### config.mk
export PLATFORM = sky130hd
export DESIGN_NAME = ltc2308_adc_emulator
export DESIGN_NICKNAME = d
export VERILOG_FILES = /design/src/rtl/ltc2308_pkg.sv /design/src/rtl/pin_sync_edge.sv /design/src/rtl/ltc2308_adc_emulator.sv
export SDC_FILE = /design/constraint.sdc
export NUM_CORES = 1
export LEC_CHECK = 0
export ABC_AREA = 1
export CAP_MARGIN = 20
export CELL_PAD_IN_SITES_DETAIL_PLACEMENT = 0
export CELL_PAD_IN_SITES_GLOBAL_PLACEMENT = 1
export CORE_ASPECT_RATIO = 0.7
export CORE_MARGIN = 1.5
export CORE_UTILIZATION = 45
export CTS_BUF_LIST = sky130_fd_sc_hd__clkbuf_2
export DETAILED_ROUTE_END_ITERATION = 16
export PLACE_DENSITY = 0.82
export SYNTH_ARGS = -nofsm -noshare
export SYNTH_HDL_FRONTEND = slang
export SYNTH_SLANG_ARGS = --single-unit
### constraint.sdc
create_clock -name clk_clk -period 4.8 [get_ports clk_clk]
set_input_delay 0.96 -clock clk_clk [delete_from_list [all_inputs] [get_ports clk_clk]]
set_output_delay 0.96 -clock clk_clk [all_outputs]
set_load 0.1 [all_outputs]
### src/rtl/ltc2308_pkg.sv
// ltc2308_pkg
// Shared types and constants for the LTC2308 serial ADC emulator.
//   state_e      : readout FSM states
//   CFG_*        : bit positions inside the 6-bit config word {S/D, O/S, S1, S0, UNI, SLP}
//   RESULT_BITS  : width of a conversion result
//   CFG_BITS     : width of the config word
//   cfg_to_ch()  : maps a config word to the 3-bit channel index {S1, S0, O/S}

package ltc2308_pkg;

    typedef enum logic [1:0] {
        StIdle,
        StConv,
        StWait,
        StShift
    } state_e;

    localparam int unsigned CFG_SD  = 5;
    localparam int unsigned CFG_OS  = 4;
    localparam int unsigned CFG_S1  = 3;
    localparam int unsigned CFG_S0  = 2;
    localparam int unsigned CFG_UNI = 1;
    localparam int unsigned CFG_SLP = 0;

    localparam int unsigned RESULT_BITS = 12;
    localparam int unsigned CFG_BITS    = 6;

    function automatic logic [2:0] cfg_to_ch(input logic [CFG_BITS-1:0] cfg);
        return {cfg[CFG_S1], cfg[CFG_S0], cfg[CFG_OS]};
    endfunction

endpackage

### src/rtl/pin_sync_edge.sv
// pin_sync_edge
// Multi-flop synchronizer for one asynchronous pin with registered edge strobes.
//   clk    : sampling clock
//   reset  : synchronous active-high reset, clears every flop to 0
//   pin    : asynchronous input pin
//   level  : synchronized pin level, time-aligned with the strobes
//   rise   : one-cycle strobe on a 0->1 transition (STAGES+1 cycles after the pin)
//   fall   : one-cycle strobe on a 1->0 transition (STAGES+1 cycles after the pin)

module pin_sync_edge #(
    parameter int unsigned STAGES = 2
) (
    input  logic clk,
    input  logic reset,
    input  logic pin,
    output logic level,
    output logic rise,
    output logic fall
);

    logic [STAGES-1:0] sync_q;
    logic              prev_q;
    logic              rise_q;
    logic              fall_q;

    always_ff @(posedge clk) begin
        if (reset) begin
            sync_q <= '0;
            prev_q <= 1'b0;
            rise_q <= 1'b0;
            fall_q <= 1'b0;
        end else begin
            sync_q <= {sync_q[STAGES-2:0], pin};
            prev_q <= sync_q[STAGES-1];
            rise_q <= sync_q[STAGES-1] & ~prev_q;
            fall_q <= ~sync_q[STAGES-1] & prev_q;
        end
    end

    // prev_q holds the level that produced the current strobes, so the level and
    // strobes seen by the consumer always agree.
    assign level = prev_q;
    assign rise  = rise_q;
    assign fall  = fall_q;

endmodule

### src/rtl/ltc2308_adc_emulator.sv
// ltc2308_adc_emulator
// Slave-side model of the LTC2308 4-wire serial ADC interface. Samples are requested
// from the fabric during each conversion and shifted out MSB first on SDO.
//   clk_clk     : single clock, rising edge
//   reset_reset : synchronous active-high reset
//   adc_CONVST  : conversion start pin (asynchronous)
//   adc_SCK     : serial clock pin (asynchronous)
//   adc_SDI     : config data pin, sampled on SCK rise
//   adc_SDO     : result data pin, MSB first, changes after SCK fall
//   smp_req     : level request for a sample during conversion
//   smp_ch      : channel index {S1, S0, O/S} of the active config
//   smp_cfg     : active config word
//   smp_valid   : smp_data valid, taken only while smp_req is high
//   smp_data    : sample value
//   cfg_update  : one-cycle pulse when a new config word becomes active
//   busy        : high while converting
//   smp_miss    : one-cycle pulse when a conversion ends without a sample
//   proto_err   : one-cycle pulse for an SCK edge during conversion

module ltc2308_adc_emulator
    import ltc2308_pkg::*;
#(
    parameter int unsigned         CONV_CYCLES = 80,
    parameter int unsigned         SYNC_STAGES = 2,
    parameter logic [CFG_BITS-1:0] DEFAULT_CFG = 6'b100010
) (
    input  logic                   clk_clk,
    input  logic                   reset_reset,
    input  logic                   adc_CONVST,
    input  logic                   adc_SCK,
    input  logic                   adc_SDI,
    output logic                   adc_SDO,
    output logic                   smp_req,
    output logic [2:0]             smp_ch,
    output logic [CFG_BITS-1:0]    smp_cfg,
    input  logic                   smp_valid,
    input  logic [RESULT_BITS-1:0] smp_data,
    output logic                   cfg_update,
    output logic                   busy,
    output logic                   smp_miss,
    output logic                   proto_err
);

    localparam int unsigned CNT_W = (CONV_CYCLES > 1) ? $clog2(CONV_CYCLES) : 1;
    localparam logic [CNT_W-1:0] CNT_LAST = CNT_W'(CONV_CYCLES - 1);
    localparam logic [2:0] RISE_MAX = 3'(CFG_BITS);
    localparam logic [3:0] FALL_MAX = 4'(RESULT_BITS);

    // Synchronized pin views
    logic convst_level, convst_rise, convst_fall;
    logic sck_level, sck_rise, sck_fall;
    logic sdi_level, sdi_rise, sdi_fall;

    pin_sync_edge #(
        .STAGES (SYNC_STAGES)
    ) u_sync_convst (
        .clk   (clk_clk),
        .reset (reset_reset),
        .pin   (adc_CONVST),
        .level (convst_level),
        .rise  (convst_rise),
        .fall  (convst_fall)
    );

    pin_sync_edge #(
        .STAGES (SYNC_STAGES)
    ) u_sync_sck (
        .clk   (clk_clk),
        .reset (reset_reset),
        .pin   (adc_SCK),
        .level (sck_level),
        .rise  (sck_rise),
        .fall  (sck_fall)
    );

    pin_sync_edge #(
        .STAGES (SYNC_STAGES)
    ) u_sync_sdi (
        .clk   (clk_clk),
        .reset (reset_reset),
        .pin   (adc_SDI),
        .level (sdi_level),
        .rise  (sdi_rise),
        .fall  (sdi_fall)
    );

    // SDI is consumed as a level only; SCK level is implied by its strobes.
    logic unused_sync;
    assign unused_sync = ^{sck_level, sdi_rise, sdi_fall};

    // State
    state_e                 state_q;
    logic [CNT_W-1:0]       cnt_q;
    logic [RESULT_BITS-1:0] result_q;
    logic [RESULT_BITS-1:0] out_sr_q;
    logic [CFG_BITS-1:0]    cfg_q;
    logic [CFG_BITS-1:0]    cfg_sr_q;
    logic [2:0]             rise_cnt_q;
    logic [3:0]             fall_cnt_q;
    logic                   sdo_q;
    logic                   req_q;
    logic                   busy_q;
    logic                   cfg_update_q;
    logic                   smp_miss_q;
    logic                   proto_err_q;

    // Next-state helpers
    logic                   start_conv;
    logic                   take_smp;
    logic                   conv_last;
    logic                   miss_now;
    logic [RESULT_BITS-1:0] res_next;

    always_comb begin
        start_conv = convst_rise && ((state_q == StIdle) || (state_q == StShift));
        conv_last  = (state_q == StConv) && (cnt_q == CNT_LAST);
        take_smp   = (state_q == StConv) && req_q && smp_valid;
        // A sample arriving on the final count still wins over the miss.
        miss_now   = conv_last && req_q && !smp_valid;
        res_next   = result_q;
        if (take_smp) begin
            res_next = smp_data;
        end else if (miss_now) begin
            res_next = '0;
        end
    end

    always_ff @(posedge clk_clk) begin
        if (reset_reset) begin
            state_q      <= StIdle;
            cnt_q        <= '0;
            result_q     <= '0;
            out_sr_q     <= '0;
            cfg_q        <= DEFAULT_CFG;
            cfg_sr_q     <= '0;
            rise_cnt_q   <= '0;
            fall_cnt_q   <= '0;
            sdo_q        <= 1'b0;
            req_q        <= 1'b0;
            busy_q       <= 1'b0;
            cfg_update_q <= 1'b0;
            smp_miss_q   <= 1'b0;
            proto_err_q  <= 1'b0;
        end else begin
            cfg_update_q <= 1'b0;
            smp_miss_q   <= 1'b0;
            proto_err_q  <= 1'b0;

            if (start_conv) begin
                // CONVST rise has priority over any SCK edge in the same cycle.
                state_q    <= StConv;
                cnt_q      <= '0;
                busy_q     <= 1'b1;
                req_q      <= 1'b1;
                sdo_q      <= 1'b0;
                rise_cnt_q <= '0;
                if (rise_cnt_q == RISE_MAX) begin
                    cfg_q        <= cfg_sr_q;
                    cfg_update_q <= 1'b1;
                end
            end else begin
                unique case (state_q)
                    StIdle: begin
                        sdo_q <= 1'b0;
                    end

                    StConv: begin
                        proto_err_q <= sck_rise | sck_fall;
                        result_q    <= res_next;
                        if (take_smp || miss_now) begin
                            req_q <= 1'b0;
                        end
                        smp_miss_q <= miss_now;
                        if (conv_last) begin
                            busy_q <= 1'b0;
                            if (convst_level) begin
                                state_q <= StWait;
                            end else begin
                                state_q    <= StShift;
                                out_sr_q   <= res_next;
                                sdo_q      <= res_next[RESULT_BITS-1];
                                rise_cnt_q <= '0;
                                fall_cnt_q <= '0;
                            end
                        end else begin
                            cnt_q <= cnt_q + 1'b1;
                        end
                    end

                    StWait: begin
                        if (convst_fall) begin
                            state_q    <= StShift;
                            out_sr_q   <= result_q;
                            sdo_q      <= result_q[RESULT_BITS-1];
                            rise_cnt_q <= '0;
                            fall_cnt_q <= '0;
                        end
                    end

                    StShift: begin
                        if (sck_rise && (rise_cnt_q < RISE_MAX)) begin
                            cfg_sr_q   <= {cfg_sr_q[CFG_BITS-2:0], sdi_level};
                            rise_cnt_q <= rise_cnt_q + 3'd1;
                        end
                        // Zeros shift in behind the result, so the 12th fall leaves SDO low.
                        if (sck_fall && (fall_cnt_q < FALL_MAX)) begin
                            out_sr_q   <= {out_sr_q[RESULT_BITS-2:0], 1'b0};
                            sdo_q      <= out_sr_q[RESULT_BITS-2];
                            fall_cnt_q <= fall_cnt_q + 4'd1;
                        end
                    end

                    default: begin
                        state_q <= StIdle;
                    end
                endcase
            end
        end
    end

    assign adc_SDO    = sdo_q;
    assign smp_req    = req_q;
    assign smp_cfg    = cfg_q;
    assign smp_ch     = cfg_to_ch(cfg_q);
    assign cfg_update = cfg_update_q;
    assign busy       = busy_q;
    assign smp_miss   = smp_miss_q;
    assign proto_err  = proto_err_q;

endmodule
==> flow_summary.toml, run 1 <==
[status]
status = "finished clean"

[timing]
fmax_ghz = 0.331
skew_ps = 30.3
tns_ps = 0
fin_crit_sh = 0.629
slew_violations = 0
period_needed_ps = 3020
layout_setup_ws_ps = 1780
fin_hold_ws_ps = 416
slew_headroom = 0.350
grt_setup_unrepaired = "false"
setup_violations = 0
worst_slew_pin_slew_ps = 973
finalHoldViolCount = 0

[logic_synthesis]
synthMuxAreaShare = 0
avgSynthCellArea_um2 = 7.07
synth-adder-area-share = 0.0386
async_reset_ff_frac = 0
synth_edf_count = 0
syn_nets = 486
synth_top_area_frac = 0.433
synth_xor_area_frac = 0.0108
synth_top_family_by_area = "simple AND/OR/NAND/NOR gates"
ys_warn_count = 0
syn_inst = 458
post_synth_num_cell_types = 28
yosys.area_share.simple = 0.225
syn-cell-area_um2 = 3240
ys_top_cells_by_area = "dfxtp_1 43%, nand2_1 9.9%, inv_1 9.7%, nor2_1 7.5%, o21ai_0 5.7%"
seq_area_frac_synth = 0.433
synth_compound_area_frac = 0.162
synth_flop_cell = "dfxtp_1"
synth_seq_cells = 70
yosysTopAreaCell = "dfxtp_1"

[worst_setup_path]
critPathSlowestCell = "clkdlybuf4s50_1"
end_kind = "output pin"
max_stage_delay_ps = 1140
crit_chain = "clkdlybuf4s50_1"
crit_family = "buffers and inverters"
worstPathMaxFanout = 3
crit_buf_inv = 1
r2r_start = "state_q[0]$_SDFFE_PP0P_"
worstSetupStartpointType = "register"
startpoint = "smp_cfg[2]$_SDFFE_PP0P_"
crit_type = "register to output pin"
cp_data_required_time_ps = 3840
critPathArrivalTime_ps = 2060

[global_routing]
grt_antenna_before_repair = 0
grt.overflow.total = 0
grt_max_degree = 43
grt.total_usage = 0.194
grt_pass1_wl_mm = 11.8
grt_pass1_vias = 2601

[floorplanning]
core_um2 = 6850
io_pins = 33
die-width_um = 104
dieArea_um2 = 7720
rows = 25
fp.dieH_um = 74.0
start_util = 0.473

[routing]
vias = 2729
drcViolationCount = 0
via_per_inst = 4.71
drt_iter0_drc = 100
met3_length_um = 287
wl_met1_mm = 3.48
routed.top_layer = "met4"
wire_per_inst_um = 11.4
wl_mm = 6.60
ant_nets = 0
dr.pass1.iters = 4
met2RoutedLength_mm = 2.78

[final_layout]
drive_above_1_share = 0.0658
final_common_cell = "nand2_1"
mostFrequentLayoutCells = "85 x nand2_1, 84 x inv_1, 70 x dfxtp_1"
areaGrowthSynthToFinish_pct = 14.9
fillers = 692
diodes = 0
fin_nets = 509

[hold_path]
worstHoldStart = "u_sync_convst.sync_q[1]$_SDFF_PP0_"
min_path_type = "register to register"

[place]
io_buffers = 32
gp_congestion = 0.765
dpl_worst_slack_ps = 2120
dp_hpwl_mm = 4.37

[cts]
path_clk_slew_ps = 230
cts_hold_buf = 0
clkLatencyLatePin_ps = 510
tritoncts = "built"
clk_path_buf_depth = 2
cts-root-buf = "clkbuf_2"
cts_resized = 0
cts_inserted_buffers = 9
clock_sinks = 70
ctsHtreeMaxLevel = 3
post_cts_buffers = 0

[power_and_ir_drop]
totalPowerFinal_mw = 1.76
max-vdd-ir-drop_v = 0.000218
powerDensity_nw_per_um2 = 473
p_leak_nw = 1.67

[flow_run]
drv_cap = 0
[report_power, final]
| group | switching, mW | total (mW) | internal, mW |
|---|---|---|---|
| combinational | 0.419 | 0.631 | 0.212 |
| sequential | 0.0405 | 0.721 | 0.681 |
| clock | 0.230 | 0.408 | 0.179 |
| total | 0.689 | 1.76 | 1.07 |
[final cells by class]
| type | instances | area [um^2] | area share |
|---|---|---|---|
| clock buffer | 9 | 45.0 | 0.0121 |
| sequential | 70 | 1400 | 0.377 |
| clock inverter | 7 | 103 | 0.0276 |
| tap | 94 | 118 | 0.0316 |
| multi-input combinational | 283 | 1410 | 0.379 |
| inverter | 84 | 315 | 0.0847 |
| timing repair buffer | 33 | 328 | 0.0881 |
[cells in the mapped netlist, types with 2 or more instances]
cell	instances
buf_2	4
nor2_1	65
xor2_1	3
inv_1	84
o22ai_1	11
nor3_1	4
nor3_2	2
ha_1	10
o21ai_0	37
a21oi_1	31
buf_6	2
nand3_2	2
nand3_1	16
dfxtp_1	70
buf_1	2
a21oi_2	8
nand2_1	85
buf_4	3
clkbuf_1	10
[routing by layer]
metal	vias to the layer above	GRT usage
met1	1215	0.250
li1	1465	-
met2	45	0.317
met5	-	0
met3	4	0.0561
met4	0	0.0694
[final timing paths]
path                                    to  slack (ps)  depth (start not counted)
max reg2reg     fall_cnt_q[1]$_SDFFE_PP0P_        2130                          8
max                              smp_ch[1]        1780                          1
min          u_sync_convst.fall$_SDFF_PP0_         420                          1
min reg2reg  u_sync_convst.fall$_SDFF_PP0_         420                          1
[stage by stage]
stage	util	std cells	cell area, um^2
2_1_floorplan	-	458	3240
3_3_place_gp	0.522	564	3570
3_5_place_dp	0.522	564	3570
4_1_cts	0.543	580	3720
5_1_grt	0.543	580	3720
6_report	0.543	580	3720
[cell families (layout without fill, tap and decap cells)]
family | Yosys count | after routing
and+or+nand+nor | 177 | 177
buffers and inverters | 105 | 133
AOI/OAI and AO/OA | 92 | 92
adders and majority gates | 10 | 10
DFF | 70 | 70
xor gates and xnor gates | 4 | 4
[flip-flops by register name, indices dropped and copies added (netlist names), 2 cells and up]
signal / cells
state_q: 2
cnt_q: 7
fall_cnt_q: 4
smp_cfg: 6
u_sync_convst.sync_q: 2
out_sr_q: 11
rise_cnt_q: 3
cfg_sr_q: 6
u_sync_sck.sync_q: 2
u_sync_sdi.sync_q: 2
result_q: 12
Note: power is estimated with default switching activity, not from simulation.
==> inputs of run 2 (changes only) <==
CORE_UTILIZATION = 38   (was 45)
PLACE_DENSITY = 0.73   (was 0.82)
clock period = 2.45 ns   (was 4.8 ns; I/O delays follow)
==> run 2 against run 1 <==
Sequential share of layout area shrank 0.15 points. Hold slack gained 1.0 ps. Combinational power rose by 110%. Largest cell class unchanged.
==> flow_summary.toml, run 2 (same netlist as run 1, synthesis figures left out) <==
[timing]
finalHoldViolCount = 0
fmax_ghz = 0.515
worst_slew_pin_slew_ps = 700
slew_violations = 0
slew_headroom = 0.533
fin_crit_sh = 0.792
period_needed_ps = 1940
skew_ps = 30.7
tns_ps = 0
setup_violations = 0
grt_setup_unrepaired = "false"

[flow_run]
drv_cap = 0

[global_routing]
grt_max_degree = 30
grt_pass1_vias = 2438
grt_antenna_before_repair = 0
grt_pass1_wl_mm = 11.5
grt.total_usage = 0.162
grt.overflow.total = 0

[worst_setup_path]
max_stage_delay_ps = 420
crit_type = "register to register"
end_kind = "register"
r2r_end = "smp_cfg[5]$_SDFFE_PP1P_"
crit_buf_inv = 2
crit_chain = "inv_1, ha_1, nor2_1, nand3_1, inv_1, nand2_1, nand3_1"
crit_family = "simple AND/OR/NAND/NOR gates"
critPathArrivalTime_ps = 2400
critPathSlowestCell = "dfxtp_1"
cp_data_required_time_ps = 2910
worstSetupStartpointType = "register"
worstPathMaxFanout = 8
r2r_setup_slack_ps = 510
rr_worst_depth = 7
r2r_start = "state_q[0]$_SDFFE_PP0P_"

[final_layout]
diodes = 0
areaGrowthSynthToFinish_pct = 15.4
mostFrequentLayoutCells = "85 x nand2_1, 84 x inv_1, 70 x dfxtp_1"
fin_util = 0.463
final_common_cell = "nand2_1"
fillers = 853
largest_register_ffs = 12
fin_nets = 516
drive_above_1_share = 0.110
top_register = "result_q"
biggestRegsByFlops = "result_q: 12 flops, out_sr_q: 11 flops, cnt_q: 7 flops"
fin_cells = 594

[status]
status = "finished clean"

[routing]
vias = 2758
ant_nets = 0
met3_length_um = 331
via_per_inst = 4.64
wl_mm = 6.85
routed.top_layer = "met4"
drt_iter0_drc = 120
wl_met1_mm = 3.71
met2RoutedLength_mm = 2.76
dr.pass1.iters = 4
drcViolationCount = 0
wire_per_inst_um = 11.5

[floorplanning]
die-width_um = 113
rows = 27
dieArea_um2 = 9090
core_um2 = 8070
fp.dieH_um = 80.2
io_pins = 33
start_util = 0.401

[cts]
ctsHtreeMaxLevel = 3
path_clk_slew_ps = 230
cts_resized = 0
tritoncts = "built"
cts_inserted_buffers = 9
clk_path_buf_depth = 2
clkLatencyLatePin_ps = 530
post_cts_buffers = 0
cts_hold_buf = 0
clock_sinks = 70
cts-root-buf = "clkbuf_2"

[power_and_ir_drop]
switching_power_mw = 1.38
p_leak_nw = 1.72
p_clk_frac = 0.204
swShare = 0.401
max-vdd-ir-drop_v = 0.000398
seqPwrFrac = 0.410
pwr-share-comb = 0.386
powerDensity_nw_per_um2 = 920
p_int_mw = 2.06

[place]
io_buffers = 32
gp_congestion = 0.761
dp_cells = 578
dp_hpwl_mm = 4.69

[hold_path]
hold_end = "u_sync_sdi.sync_q[1]$_SDFF_PP0_"
min_path_cells = 2
worstHoldStart = "u_sync_sdi.sync_q[0]$_SDFF_PP0_"
min_path_type = "register to register"
[run 2: cell types whose count changed in the layout (fill, tap and decap cells not counted), sizes merged]
| cell | delta |
|---|---|
| buf | +22 |
| bufinv | -1 |
| clkdlybuf4s50 | -15 |
| clkinv | +2 |
| inv | -1 |
[run 2: cell type report]
cell class | instances | area [um^2] | area share
inverter | 84 | 315 | 0.0844
multi-input combinational | 283 | 1410 | 0.378
tap | 101 | 126 | 0.0338
clock inverter | 7 | 81.3 | 0.0218
clock buffer | 9 | 45.0 | 0.0121
sequential | 70 | 1400 | 0.375
timing repair buffer | 40 | 355 | 0.0951
[run 2: worst reg2reg max path, delay by kind of cell, from the launching register on]
kind	cells	cell delay, ps
flops	1	420
simple gates	4	790
buf+inv	2	370
fa+ha+maj	1	300
[run 2: stage by stage]
stage	total power, mW	instance area (um^2)	hold WS, ps	setup slack, ps
floorplan	2.46	3240	388	511
global placement	2.74	3610	392	397
detailed placement	2.76	3610	393	418
CTS	3.47	3740	382	501
global route	3.72	3740	382	160
finish	3.44	3740	417	509
[run 2: power by group through the flow]
| stage | Sequential [mW] | Clock, mW | Combinational (mW) |
|---|---|---|---|
| finish | 1.41 | 0.700 | 1.33 |
| global route | 1.43 | 0.784 | 1.51 |
| CTS | 1.41 | 0.733 | 1.33 |
| detailed placement | 1.44 | 0 | 1.32 |
| global placement | 1.43 | 0 | 1.31 |
| floorplan | 1.44 | 0 | 1.02 |
[run 2: how the worst max path moves through the flow]
stage	startpoint	end	cells after the start	slack [ps]
global placement	smp_valid	adc_SDO$_SDFFE_PP0P_	9	400
floorplan	smp_req$_SDFFE_PP0P_	out_sr_q[1]$_SDFFE_PP0P_	9	510
detailed placement	smp_valid	result_q[0]$_SDFFE_PP0P_	7	420
finish	state_q[0]$_SDFFE_PP0P_	smp_cfg[5]$_SDFFE_PP1P_	7	510
CTS	state_q[0]$_SDFFE_PP0P_	smp_cfg[5]$_SDFFE_PP1P_	7	500
global route	state_q[0]$_SDFFE_PP0P_	smp_cfg[3]$_SDFFE_PP0P_	7	160
[run 2: per-layer routing]
layer  up-vias  GRT usage
li1       1480          -
met1      1218      0.220
met2        54      0.242
met3         6     0.0558
met4         0     0.0525
met5         -          0
==> inputs of run 3 (changes only) <==
clock period = 1.6 ns   (was 2.45 ns; I/O delays follow)
==> run 3 against run 2 <==
The run now ends with negative setup slack left. Non-clock buffer count increased by 45. Design area grew 23%. Wire length up 12%. Sequential power up 54%. Final cell count rose by 7.6%. Clock skew fell by 8.3 ps. Utilization up 11 points. Register-to-register slack worse by 570 ps. Clock power grew 50%. Worst setup slack worse by 570 ps.
==> flow_summary.toml, run 3 (same netlist as run 1, synthesis figures left out) <==
[status]
status = "complete, but fails checks"
violations = "negative setup slack"

[timing]
period_needed_ps = 1660
slew_headroom = 0.759
layout_setup_ws_ps = -62.7
grt_setup_unrepaired = "true"
fin_crit_sh = 1.04
setup_violations = 13
slew_violations = 0
finalHoldViolCount = 0
fmax_ghz = 0.601
worst_slew_pin_slew_ps = 361
skew_ps = 22.4

[global_routing]
grt_antenna_before_repair = 0
grt_max_degree = 25
grt.overflow.total = 0
grt.total_usage = 0.186
grt_pass1_vias = 2791
grt_pass1_wl_mm = 13.1

[final_layout]
final_common_cell = "nand2_1"
fin_util = 0.569
largest_register_ffs = 12
top_register = "result_q"
design_area_um2 = 4600
areaGrowthSynthToFinish_pct = 41.9
mostFrequentLayoutCells = "80 x nand2_1, 73 x inv_1, 62 x dfxtp_1"
diodes = 0
biggestRegsByFlops = "result_q: 12 flops, out_sr_q: 11 flops, cnt_q: 7 flops"
drive_above_1_share = 0.284
fin_nets = 561
fin_cells = 639

[worst_setup_path]
critPathSlowestCell = "dfxtp_4"
r2r_start = "state_q[0]$_SDFFE_PP0P_"
max_stage_delay_ps = 410
rr_worst_depth = 9
worstPathMaxFanout = 7
r2r_end = "fall_cnt_q[3]$_SDFFE_PP0P_"
worstSetupStartpointType = "register"
r2r_setup_slack_ps = -60
end_kind = "register"
crit_chain = "inv_2, ha_4, nor2_4, nor2_2, nand4_4, buf_12, o21bai_1, inv_1, nor2_1"
crit_type = "register to register"
cp-endpoint = "fall_cnt_q[3]$_SDFFE_PP0P_"
startpoint = "state_q[0]$_SDFFE_PP0P_"
cp_data_required_time_ps = 2090
critPathArrivalTime_ps = 2150

[floorplanning]
fp.dieH_um = 80.2
dieArea_um2 = 9090
io_pins = 33
core_um2 = 8070
start_util = 0.401
rows = 27
die-width_um = 113

[routing]
drt_iter0_drc = 134
dr.pass1.iters = 4
wl_mm = 7.70
via_per_inst = 4.66
ant_nets = 0
drcViolationCount = 0
vias = 2979
wire_per_inst_um = 12.0

[power_and_ir_drop]
max-vdd-ir-drop_v = 0.000648
p_leak_nw = 2.05
powerDensity_nw_per_um2 = 1390
totalPowerFinal_mw = 6.37

[place]
gp_congestion = 0.775
dp_hpwl_mm = 5.18
dpl_worst_slack_ps = -106
dp_cells = 617
dpl_cell_area_um2 = 4170
io_buffers = 32

[cts]
cts_hold_buf = 0
cts-root-buf = "clkbuf_2"
clkLatencyLatePin_ps = 540
ctsHtreeMaxLevel = 3
clock_sinks = 70
tritoncts = "built"
cts_inserted_buffers = 9
clk_path_buf_depth = 2
path_clk_slew_ps = 210

[flow_run]
drv_cap = 0

[hold_path]
min_path_type = "input pin to register"
## run 3: cell count changes in the layout (fill, tap and decap cells not counted), moves of 7 or more
cell | before | now
buf_4 | 22 | 38
nor2_1 | 65 | 56
inv_1 | 84 | 73
nor2_2 | 0 | 7
buf_12 | 1 | 21
buf_6 | 0 | 7
o21ai_2 | 0 | 7
dfxtp_1 | 70 | 62
inv_2 | 0 | 9
o21ai_0 | 37 | 15
o21ai_1 | 1 | 16
## run 3: worst min-delay path by stage
stage / from / endpoint / slack [ps] / depth (start not counted)
global placement: u_sync_sdi.sync_q[1]$_SDFF_PP0_ / u_sync_sdi.level$_SDFF_PP0_ / 390 / 2
global route: adc_SDI / u_sync_sdi.sync_q[0]$_SDFF_PP0_ / 210 / 3
finish: adc_SCK / u_sync_sck.sync_q[0]$_SDFF_PP0_ / 270 / 3
CTS: adc_SCK / u_sync_sck.sync_q[0]$_SDFF_PP0_ / 200 / 3
floorplan: u_sync_convst.sync_q[0]$_SDFF_PP0_ / u_sync_convst.sync_q[1]$_SDFF_PP0_ / 390 / 2
detailed placement: u_sync_convst.sync_q[0]$_SDFF_PP0_ / u_sync_convst.sync_q[1]$_SDFF_PP0_ / 400 / 2
## run 3: stage by stage
step	setup TNS, ps	hold slack, ps
after detailed placement	-2620	395
after floorplan	0	388
final	-406	267
after global routing	-3360	206
after global placement	-1970	390
after CTS	-860	196
## run 3: worst max-delay path, delay by kind of cell (launching register included)
family	cells	cell delay, ps
buffers and inverters	3	330
AOI/OAI and AO/OA	1	170
DFF	1	410
and+or+nand+nor	4	430
adders and majority gates	1	270
## run 3: area by class of cell
| cell class | instances | area (um^2) |
|---|---|---|
| inverter | 84 | 322 |
| tap | 101 | 126 |
| multi-input combinational | 283 | 1600 |
| timing repair buffer | 85 | 1000 |
| fill | 773 | 3480 |
| sequential | 70 | 1420 |
| clock buffer | 10 | 50.0 |
| clock inverter | 6 | 70.1 |
## run 3: per-layer routing
layer	wire length, um	GRT usage	share of wire
met5	0	0	0
met4	146	0.0675	0.019
met3	320	0.0551	0.042
met2	3290	0.281	0.43
met1	3940	0.253	0.51
## run 3: power breakdown
group	total (mW)	leakage, nW	switching, mW	internal (mW)
combinational	3.14	1.40	1.69	1.46
sequential	2.17	0.575	0.125	2.05
clock	1.05	0.0769	0.672	0.382
total	6.37	2.05	2.48	3.89
## run 3: repair_timing
action	in CTS	in global routing
cloned	2	0
pin swaps	4	22
setup buffers	5	1
gates resized for setup	18	73
endpoints found under the setup margin	46	57
